<file path="config.mk">
export PLATFORM = sky130hd
export DESIGN_NAME = instr_fetch_unit_flat
export DESIGN_NICKNAME = d
export VERILOG_FILES = /design/src/rtl/instr_fetch_unit_pkg.sv /design/src/rtl/instr_fetch_unit_if.sv /design/src/rtl/instr_fetch_unit_pc_next_calc.sv /design/src/rtl/instr_fetch_unit.sv /design/src/flat_wrapper.sv
export SDC_FILE = /design/constraint.sdc
export NUM_CORES = 1
export LEC_CHECK = 0
export ABC_AREA = 1
export ABC_CLOCK_PERIOD_IN_PS = 4200
export CORE_MARGIN = 2
export CORE_UTILIZATION = 35
export DETAILED_ROUTE_END_ITERATION = 10
export HOLD_SLACK_MARGIN = 0.15
export PLACE_DENSITY_LB_ADDON = 0.1
export SLEW_MARGIN = 30
export SYNTH_ARGS = -nofsm -noshare
export SYNTH_HDL_FRONTEND = slang
export SYNTH_SLANG_ARGS = --single-unit
</file>
<file path="constraint.sdc">
create_clock -name clk -period 4.2 [get_ports clk]
set_input_delay 0.84 -clock clk [delete_from_list [all_inputs] [get_ports clk]]
set_output_delay 0.84 -clock clk [all_outputs]
set_load 0.03 [all_outputs]
</file>
<file path="src/rtl/instr_fetch_unit_pkg.sv">
// Shared definitions for the instruction fetch front end and the control unit:
// fetch FSM encoding, the NOP word, opcode constants and the branch offset helper.
package instr_fetch_unit_pkg;

  typedef enum logic [1:0] {
    ST_IDLE  = 2'd0,
    ST_FETCH = 2'd1,
    ST_EXEC  = 2'd2
  } fetch_state_e;

  localparam logic [31:0] NOP_WORD = 32'h0000_0000;

  // Opcodes the control unit decodes into Jump / Branch.
  localparam logic [5:0] OP_J   = 6'b000010;
  localparam logic [5:0] OP_BEQ = 6'b000100;

  // Sign-extended word offset of a conditional branch, already scaled to bytes.
  function automatic logic [31:0] branch_offset(input logic [15:0] imm);
    return {{14{imm[15]}}, imm, 2'b00};
  endfunction

endpackage

</file>
<file path="src/rtl/instr_fetch_unit_if.sv">
// Instruction memory read port: single outstanding word read, req held until ready.
interface instr_fetch_unit_if;
  logic        imem_req;
  logic [31:0] imem_addr;
  logic        imem_ready;
  logic [31:0] imem_rdata;

  // Fetch unit side: issues requests, receives data.
  modport master (
    output imem_req,
    output imem_addr,
    input  imem_ready,
    input  imem_rdata
  );

  // Memory side: answers requests.
  modport slave (
    input  imem_req,
    input  imem_addr,
    output imem_ready,
    output imem_rdata
  );
endinterface

</file>
<file path="src/rtl/instr_fetch_unit_pc_next_calc.sv">
// Next-PC calculator (pc_next_calc): purely combinational PC+4, branch target
// and jump target selection. Jump wins over a taken branch.
module instr_fetch_unit_pc_next_calc
  import instr_fetch_unit_pkg::*;
(
  input  logic [31:0] pc,
  input  logic [25:0] instr_field,  // Instr[25:0]: jump index, low half is branch imm
  input  logic        branch,
  input  logic        zero,
  input  logic        jump,
  output logic [31:0] pc_plus4,
  output logic [31:0] next_pc
);

  logic [31:0] branch_target;
  logic [31:0] jump_target;

  // All arithmetic wraps modulo 2^32; no overflow indication is wanted.
  assign pc_plus4      = pc + 32'd4;
  assign branch_target = pc_plus4 + branch_offset(instr_field[15:0]);
  assign jump_target   = {pc_plus4[31:28], instr_field, 2'b00};

  // Priority select: jump, then taken branch, then sequential.
  always_comb begin
    next_pc = pc_plus4;
    if (jump) begin
      next_pc = jump_target;
    end else if (branch && zero) begin
      next_pc = branch_target;
    end
  end

endmodule

</file>
<file path="src/rtl/instr_fetch_unit.sv">
// Instruction fetch front end: owns the PC, reads one word per instruction from
// instruction memory and holds it for the core until the core advances.
module instr_fetch_unit
  import instr_fetch_unit_pkg::*;
#(
  parameter logic [31:0] RESET_PC = 32'h0000_0000
) (
  input  logic               clk,
  input  logic               reset,
  instr_fetch_unit_if.master imem,
  output logic [31:0]        Instr,
  output logic               instr_valid,
  output logic [31:0]        PC,
  output logic [31:0]        PCPlus4,
  input  logic               advance,
  input  logic               Branch,
  input  logic               Zero,
  input  logic               Jump
);

  fetch_state_e state_q, state_d;
  logic [31:0]  pc_q, pc_d;
  logic [31:0]  instr_q, instr_d;
  logic         valid_q, valid_d;
  logic [31:0]  next_pc;
  logic [31:0]  pc_plus4;

  instr_fetch_unit_pc_next_calc u_pc_next (
    .pc          (pc_q),
    .instr_field (instr_q[25:0]),
    .branch      (Branch),
    .zero        (Zero),
    .jump        (Jump),
    .pc_plus4    (pc_plus4),
    .next_pc     (next_pc)
  );

  // Next-state logic: capture data on ready in FETCH, step the PC on advance in EXEC.
  // ready outside FETCH and advance outside EXEC fall through to the hold defaults.
  always_comb begin
    state_d = state_q;
    pc_d    = pc_q;
    instr_d = instr_q;
    valid_d = valid_q;
    case (state_q)
      ST_IDLE: begin
        state_d = ST_FETCH;
      end
      ST_FETCH: begin
        if (imem.imem_ready) begin
          instr_d = imem.imem_rdata;
          valid_d = 1'b1;
          state_d = ST_EXEC;
        end
      end
      ST_EXEC: begin
        if (advance && valid_q) begin
          pc_d    = next_pc;
          valid_d = 1'b0;
          state_d = ST_FETCH;
        end
      end
      default: begin
        state_d = ST_IDLE;
        valid_d = 1'b0;
      end
    endcase
  end

  // State registers; reset abandons any outstanding request.
  always_ff @(posedge clk) begin
    if (reset) begin
      state_q <= ST_IDLE;
      pc_q    <= RESET_PC;
      instr_q <= NOP_WORD;
      valid_q <= 1'b0;
    end else begin
      state_q <= state_d;
      pc_q    <= pc_d;
      instr_q <= instr_d;
      valid_q <= valid_d;
    end
  end

  // Request is a pure decode of state so the address is stable for the whole wait.
  assign imem.imem_req  = (state_q == ST_FETCH);
  assign imem.imem_addr = pc_q;

  assign Instr       = instr_q;
  assign instr_valid = valid_q;
  assign PC          = pc_q;
  assign PCPlus4     = pc_plus4;

endmodule

</file>
<file path="src/flat_wrapper.sv">
// flat-port wrapper written by rule: the top's interface ports become plain ports
module instr_fetch_unit_flat import instr_fetch_unit_pkg::*;
#(
  parameter logic [31:0] RESET_PC = 32'h0000_0000
)
  (clk, reset, Instr, instr_valid, PC, PCPlus4, advance, Branch, Zero, Jump, imem_imem_req, imem_imem_addr, imem_imem_ready, imem_imem_rdata);
  instr_fetch_unit_if imem_i ();
  input  logic clk;
  input  logic reset;
  output logic [31:0] Instr;
  output logic instr_valid;
  output logic [31:0] PC;
  output logic [31:0] PCPlus4;
  input  logic advance;
  input  logic Branch;
  input  logic Zero;
  input  logic Jump;
  output wire logic [$bits(imem_i.imem_req)-1:0] imem_imem_req;
  output wire logic [$bits(imem_i.imem_addr)-1:0] imem_imem_addr;
  input wire logic [$bits(imem_i.imem_ready)-1:0] imem_imem_ready;
  input wire logic [$bits(imem_i.imem_rdata)-1:0] imem_imem_rdata;
  assign imem_imem_req = imem_i.imem_req;
  assign imem_imem_addr = imem_i.imem_addr;
  assign imem_i.imem_ready = imem_imem_ready;
  assign imem_i.imem_rdata = imem_imem_rdata;
  instr_fetch_unit #(.RESET_PC(RESET_PC)) u_core (.clk(clk), .reset(reset), .imem(imem_i), .Instr(Instr), .instr_valid(instr_valid), .PC(PC), .PCPlus4(PCPlus4), .advance(advance), .Branch(Branch), .Zero(Zero), .Jump(Jump));
endmodule
</file>
==> impl_summary.md, run 1 <==
Synth
In this run the cell area of the synthesized design comes to 6020 um2. The cell count after synthesis came out at 997. The fraction of synthesized cell area taken by the top area cell type is roughly 22%. The average footprint of a synthesized cell is 6.04 um2. The commonest cells after synthesis are 276 x nand2_1, 126 x inv_1, 115 x a21oi_1.

The dominant cell type by area after synthesis is dfxtp_1. After synthesis the netlist holds a flip-flop and latch count of 65. The share of async-settable or async-resettable flops after synthesis is 0%. Sequential elements use 21.6% of the synthesized area.

The multiplexer share of the synthesized area is 0%. The leading cell type by number of instances after synthesis is nand2_1. The most used flip-flop cell after synthesis is dfxtp_1. After synthesis, the cell types taking the most area are dfxtp_1 22%, nand2_1 17%, a21oi_1 9.6%. The post-synthesis compound-gate area fraction is 17.3%. The count of distinct cell types in the synthesized netlist is 40.

The count of yosys warnings during synthesis is 0. The post-synthesis simple-gate area fraction is between 30% and 40%. The number of flops mapped to enable cells by yosys is 0. The combinational family with the most area after synthesis is simple AND/OR/NAND/NOR gates.

Of the total synthesized cell area, the portion taken by full adders, half adders and majority gates is 7.82%. The synthesized netlist devotes 3.74% of its cell area to XOR and XNOR gates.

Timing
The slew at the pin with the worst max-slew slack is approximately 0.90 ns. On the final layout, the worst hold slack is between 0.4 and 0.5 ns. For this run, the top clock speed supported by timing is 267 MHz. The final max-slew violation count is 0.

The routed design could run at a clock period as short as 3.75 ns. Setup repair after global routing left no endpoint under its margin. The final cycle utilization of the critical path is 89.2%. The number of setup violations in the final report is 0. In this run the tightest slew margin relative to its limit is 40.1%. The number of endpoints with negative hold slack in the final report was 0. For the final database, setup skew stands at 0.0125 ns.

The setup TNS is 0 ns.

Global route
The initial antenna violation count is 0. The first global-routing pass estimated between 30 and 40 mm of wire. After global routing the overflow that remains totals 0. The number of global-route vias before repair is 6,587. The all-layer global routing usage is a little over a quarter. Entering global routing, the biggest net connects 43 pins.

Die
around 170 I/O pins were placed. Row generation in the floorplan step produced 47 rows. The die outline area is 18,300 um2. The die is approximately 140 um wide.

The floorplan step defined a core boundary enclosing 16,700 um2. The effective utilization at floorplan is a little over a third. In this run the vertical extent of the chip is 135 um.

Worst setup path
Along the worst path, the maximum fanout reaches 5. The worst path arrival time is 2.91 ns. The beginning of the critical path is u_core.PC[3]$_SDFFE_PP0P_. The classification of the worst setup path is reg -> out. STA classifies the critical path endpoint as an output pin. The beginning of the worst register-to-register path is u_core.PC[3]$_SDFFE_PP0P_. Data on the critical path is required at its endpoint by around 3.4 ns. The type of origin of the critical path is a flip-flop.

Final layout
From synthesis to final layout, the design area changed by 32.9%. After the last flow step, the layout net total stands at around 1.2k. The post-layout instance area is roughly 8000 um2. The count of inserted antenna diode cells is 0. In the final layout, the share of cells above drive strength 1 is 5.59%. The final standard cell utilization of the core is 47.9%.

Placement
Summed over all nets, the half-perimeter wirelength after detailed placement is 19.2 mm. The standard cell area after detailed placement is 7650 um2. The count of input and output buffers is ~160. The global placer's final weighted congestion is 0.994.

Pwr
The design draws ~0.0019 W. The power per cell area is 239 nW/um2. IR analysis of the VDD net gives a maximum drop of 252 uV. The leakage power total is 3.50 nW.

Clock network
The H-tree generated during clock tree synthesis spans 3 levels. The hold-fix buffer count after cts is 0. The cell at the root of the clock tree is clkbuf_16. The clock net in this run drives a total of 65 sinks.

Buffers added to address setup during post-CTS repair amount to 0. The number of buffers inserted during clock tree synthesis is 9. Clock-pin slew was measured on the worst setup and hold paths at 0.06 ns. The clock reaches the later pin of the worst-skew pair after 0.35 ns. TritonCTS built the clock tree. The count of instances resized after the clock tree is built is 0.

The clock passes through at most 2 buffers.

Detailed routing
The number of iterations in the first detailed-routing pass is 7. The detailed router placed 6,949 vias in this run. The total DRC errors in the routed layout is 0.

The wire length reported by the detailed router is between 20 and 25 mm. The first-iteration detailed-routing DRC count is about 480. Dividing the detail-routed via count by the number of cells gives 5.16. The detail route stage leaves a number of antenna-violating nets equal to 0. In the final routed layout, each cell accounts on average for 18.1 um.

Flow run
The count of maximum capacitance violations is 0.

Min path
The worst hold path begins at u_core.Instr[30]$_SDFFE_PP0P_. The class of the worst hold path is reg -> reg.

Run status
The flow ran to the end, and the final reports show no timing, DRC or antenna violations.
==> per-layer routing <==
metal | track usage (%) | vias to the layer above | routed length [um]
met3 | 6.29 | 39 | 1950
li1 | - | 3449 | -
met1 | 36.1 | 3143 | 10800
met2 | 43.2 | 318 | 10900
met5 | 0 | - | 0
met4 | 9.43 | 0 | 748
==> cell families (layout without fill, tap and decap cells) <==
family	Yosys count	after routing
XOR/XNOR	24	24
flip-flops	65	65
adder cells (fa/ha/maj)	37	37
buffers and inverters	194	320
AO/OA/AOI/OAI	194	194
other	1	6
AND/OR/NAND/NOR	482	482
==> path summary, 6_finish.rpt <==
kind | end | cells after the start | slack [ns]
worst max-delay path | PCPlus4[8] | 7 | 0.45
worst min-delay path | u_core.Instr[30]$_SDFFE_PP0P_ | 2 | 0.46
worst max register to register | u_core.PC[29]$_SDFFE_PP0P_ | 17 | 0.71
worst min register to register | u_core.Instr[30]$_SDFFE_PP0P_ | 2 | 0.46
==> placed cells by master, fill, tap and decap left out, drive strengths merged, types with 2 or more instances in the layout <==
master           n
a21oi          118
a22oi            3
and2             3
buf             12
bufinv           3
clkbuf           9
clkdlybuf4s50  162
conb             6
dfxtp           65
ha              36
inv            132
nand2          285
nand3           83
nand3b           6
nand4           11
nor2            78
nor3            13
nor4             2
o211ai           4
o21ai           54
o21bai           7
o221ai           3
o22ai            2
xnor2            5
xor2            19
==> critical path: stages (launching register included) <==
cell             delay [ns]
dfxtp_1                0.48
ha_1                   0.26
nand2_1                0.10
nor2_4                 0.21
nand2_1                0.07
nor2_1                 0.28
xor2_1                 0.39
clkdlybuf4s50_1        0.77
==> report_power, final <==
group | total (W) | switching, W | internal, W
Combinational | 0.000330 | 0.000204 | 0.000126
Clock | 0.000918 | 0.000331 | 0.000587
Sequential | 0.000667 | 0.0000290 | 0.000638
Total | 0.00192 | 0.000564 | 0.00135
==> final cells by class <==
type / instances / area [um2]
clock buffer: 9 / 225
clock inverter: 7 / 124
fill: 1776 / 8700
inverter: 130 / 488
multi-input combinational: 743 / 3870
sequential: 65 / 1300
tap: 220 / 275
timing repair buffer: 174 / 1710
==> metrics by stage <==
stage	std cells	setup WS [ns]
5_1_grt	1348	0.341
3_5_place_dp	1332	0.748
2_1_floorplan	1002	0.848
6_report	1348	0.453
3_3_place_gp	1332	0.723
4_1_cts	1348	0.418
==> registers in the layout, summed over array words and instances (netlist names) <==
| name | cells |
|---|---|
| u_core.instr_valid | 1 |
| u_core.Instr | 32 |
| u_core.state_q | 2 |
| u_core.PC | 30 |
(Power assumes the default switching activity.)
==> run 2, diff against run 1 <==
--- a/config.mk
+++ b/config.mk
@@ -7,11 +7,11 @@
 export LEC_CHECK = 0
 export ABC_AREA = 1
 export ABC_CLOCK_PERIOD_IN_PS = 4200
+export CAP_MARGIN = 10
 export CORE_MARGIN = 2
 export CORE_UTILIZATION = 35
 export DETAILED_ROUTE_END_ITERATION = 10
 export HOLD_SLACK_MARGIN = 0.15
-export PLACE_DENSITY_LB_ADDON = 0.1
 export SLEW_MARGIN = 30
 export SYNTH_ARGS = -nofsm -noshare
 export SYNTH_HDL_FRONTEND = slang
==> run 2 against run 1 <==
Net effect: first-iteration DRC count is 24% higher; core utilization decreased by 0.097 points; global-route usage down 0.79 points; highest routed layer unchanged; combinational power is essentially flat; register-to-register slack lost 0.13 ns; total power shrank 3.4%; sequential share of layout area hardly changed; worst setup slack worse by 0.086 ns; clock skew shrank 0.0028 ns; routed wire length down 1.9%; sequential power hardly changed; non-clock buffer count shrank 1.
==> impl_summary.md, run 2 (synthesis gave the netlist of run 1 again) <==
Placement
After detailed placement, the design holds a cell count of between 1k and 1.5k. During placement, the flow inserted port buffers numbering 162. At the placement stage, the worst setup path has a slack of around 0.70 ns. The global placer's final weighted congestion is 0.968. Detailed placement finished with a half-perimeter wire length of between 15 and 20 mm.

Flow run
The count of maximum capacitance violations is 0.

Detailed routing
In the routed layout, each cell is associated on average with a via count of ~5.2. The first-iteration detailed-routing DRC count is 595. The number of iterations in the first detailed-routing pass is 5.

The wire length reported by the detailed router is about 24 mm. The mean routed wirelength per cell is 17.8 um. The antenna violation net count after detailed routing is 0. The number of vias in the routed layout is ~6.9k. For this run, design rule violations remaining after detail routing come to 0.

Timing
In this run the tightest slew margin relative to its limit is 37.5%. The smallest clock period supported by the final layout is computed as 3.83 ns. Setup repair after global routing left no endpoint under its margin. At the pin with the least slew margin, the transition time is 0.936 ns. The worst path uses 91.3% of the clock period.

Setup violations remaining at the end of the flow were counted as 0. The number of endpoints with negative hold slack in the final report is 0. The final max-slew violation count is 0. On the final layout, the worst clock skew is about 0.0097 ns. The maximum operating frequency is around 260 MHz. The setup TNS is 0 ns. In the post-route analysis, the smallest setup slack over all paths is 0.367 ns.

Worst setup path
The classification of the worst setup path is reg -> out. The biggest fanout along the worst timing path is 5. STA puts the critical path data arrival time at 2.99 ns. The worst path required time is 3.36 ns.

STA classifies the critical path endpoint as an output pin. The type of origin of the critical path is a flip-flop.

Global route
The total overflow left after global routing is 0. The wire length of the first global-routing pass is 37.0 mm. Entering global routing, the biggest net connects 43 pins. The number of global-route vias before repair was 6,587.

The most used routing layer in global routing is met2. Global routing used around 7.0% of the available met3 tracks. Global routing used a little over a quarter of the available tracks across all layers. The initial antenna violation count is 0.

For met2 alone, demand over resource in global routing was roughly two fifths. The global routing met1 resource utilization is roughly a third.

Clock network
After clock tree synthesis, the setup repair step added 0 buffers. The hold-fix buffer count after cts is 0. In this run, post-CTS repair resized a total of 0 instances. Buffers inserted during clock tree synthesis total 9. The number of clock sinks is 65. TritonCTS built the clock tree. Clock-pin slew was measured on the worst setup and hold paths at 0.07 ns. For the worst-skew pair, the clock arrives at the later sink with an insertion delay of around 0.35 ns. The H-tree depth is 3.

The cell at the root of the clock tree is clkbuf_16. Counting along the longest clock path gives a buffer depth of 2.

Final layout
In the layout the commonest cells are 276 x nand2_1, 162 x clkdlybuf4s50_1, 126 x inv_1, 115 x a21oi_1, 81 x nand3_1. In the final layout, the share of cells above drive strength 1 is 5.50%. 0 antenna diodes ended up in the layout. The most common cell after layout, fill and taps aside is nand2_1.

The flip-flop count of the largest register, all copies and words added is 32. The net total in the final layout is approximately 1.2k. The final instance count without filler cells is 1,347. The signed area change from the synthesized netlist to the final layout is 32.6%.

Run status
The run finished with clean final reports.

Die
The die covers 18,300 um2. From bottom edge to top edge, the die measures roughly 140 um. The count of standard-cell rows is 47. For this configuration, the core starts out at a cell density of a little over a third.

In this run the count of I/O pins placed on the die edge is 169. The floorplan step defined a core boundary enclosing 16,700 um2. The horizontal die dimension is roughly 140 um.

Pwr
The maximum vdd drop is 194 uV. The leakage power total is 3.49 nW. The power per cell area is between 200 and 250 nW/um2.

Min path
The class of the worst hold path is reg -> reg.
run 2: per-layer routing:
metal / part of all wire (%) / routed length [um]
met5: 0 / 0
met2: 43 / 10300
met4: 4.3 / 1030
met3: 8.0 / 1920
met1: 45 / 10700
run 2: cell type report:
type                       instances  area [um2]
clock inverter                     7         103
clock buffer                       9         225
fill                            1791        8720
sequential                        65        1300
multi-input combinational        743        3870
inverter                         130         488
timing repair buffer             173        1720
tap                              220         275
run 2: critical path, cell delays in order (launching register included):
cell,delay (ns)
dfxtp_1,0.50
ha_1,0.28
nand2_1,0.10
nor2_4,0.21
nand2_2,0.15
nor2_2,0.19
xor2_1,0.45
clkdlybuf4s50_1,0.77
run 2: power breakdown:
group / internal (W) / switching (W) / total [W]
registers: 0.000639 / 0.0000301 / 0.000669
logic: 0.000128 / 0.000204 / 0.000333
clock network: 0.000525 / 0.000323 / 0.000848
total: 0.00129 / 0.000558 / 0.00185
run 2: final timing paths:
check | from | end | slack, ns | cells after the start
setup reg to reg | u_core.PC[2]$_SDFFE_PP0P_ | u_core.PC[25]$_SDFFE_PP0P_ | 0.58 | 17
hold / removal | u_core.Instr[30]$_SDFFE_PP0P_ | u_core.Instr[30]$_SDFFE_PP0P_ | 0.47 | 2
setup / recovery | u_core.PC[2]$_SDFFE_PP0P_ | PCPlus4[12] | 0.37 | 7
hold reg to reg | u_core.Instr[30]$_SDFFE_PP0P_ | u_core.Instr[30]$_SDFFE_PP0P_ | 0.47 | 2
run 2: through the flow:
| step | hold slack (ns) | utilization (%) | instance area, um2 | total power [W] |
|---|---|---|---|---|
| final | 0.468 | 47.8 | 7980 | 0.00185 |
| after detailed placement | 0.457 | 45.8 | 7650 | 0.00101 |
| after global routing | 0.492 | 47.8 | 7980 | 0.00191 |
| after CTS | 0.468 | 47.8 | 7980 | 0.00185 |
| after global placement | 0.452 | 45.8 | 7650 | 0.00101 |
| after floorplan | 0.546 | - | 6040 | 0.000866 |
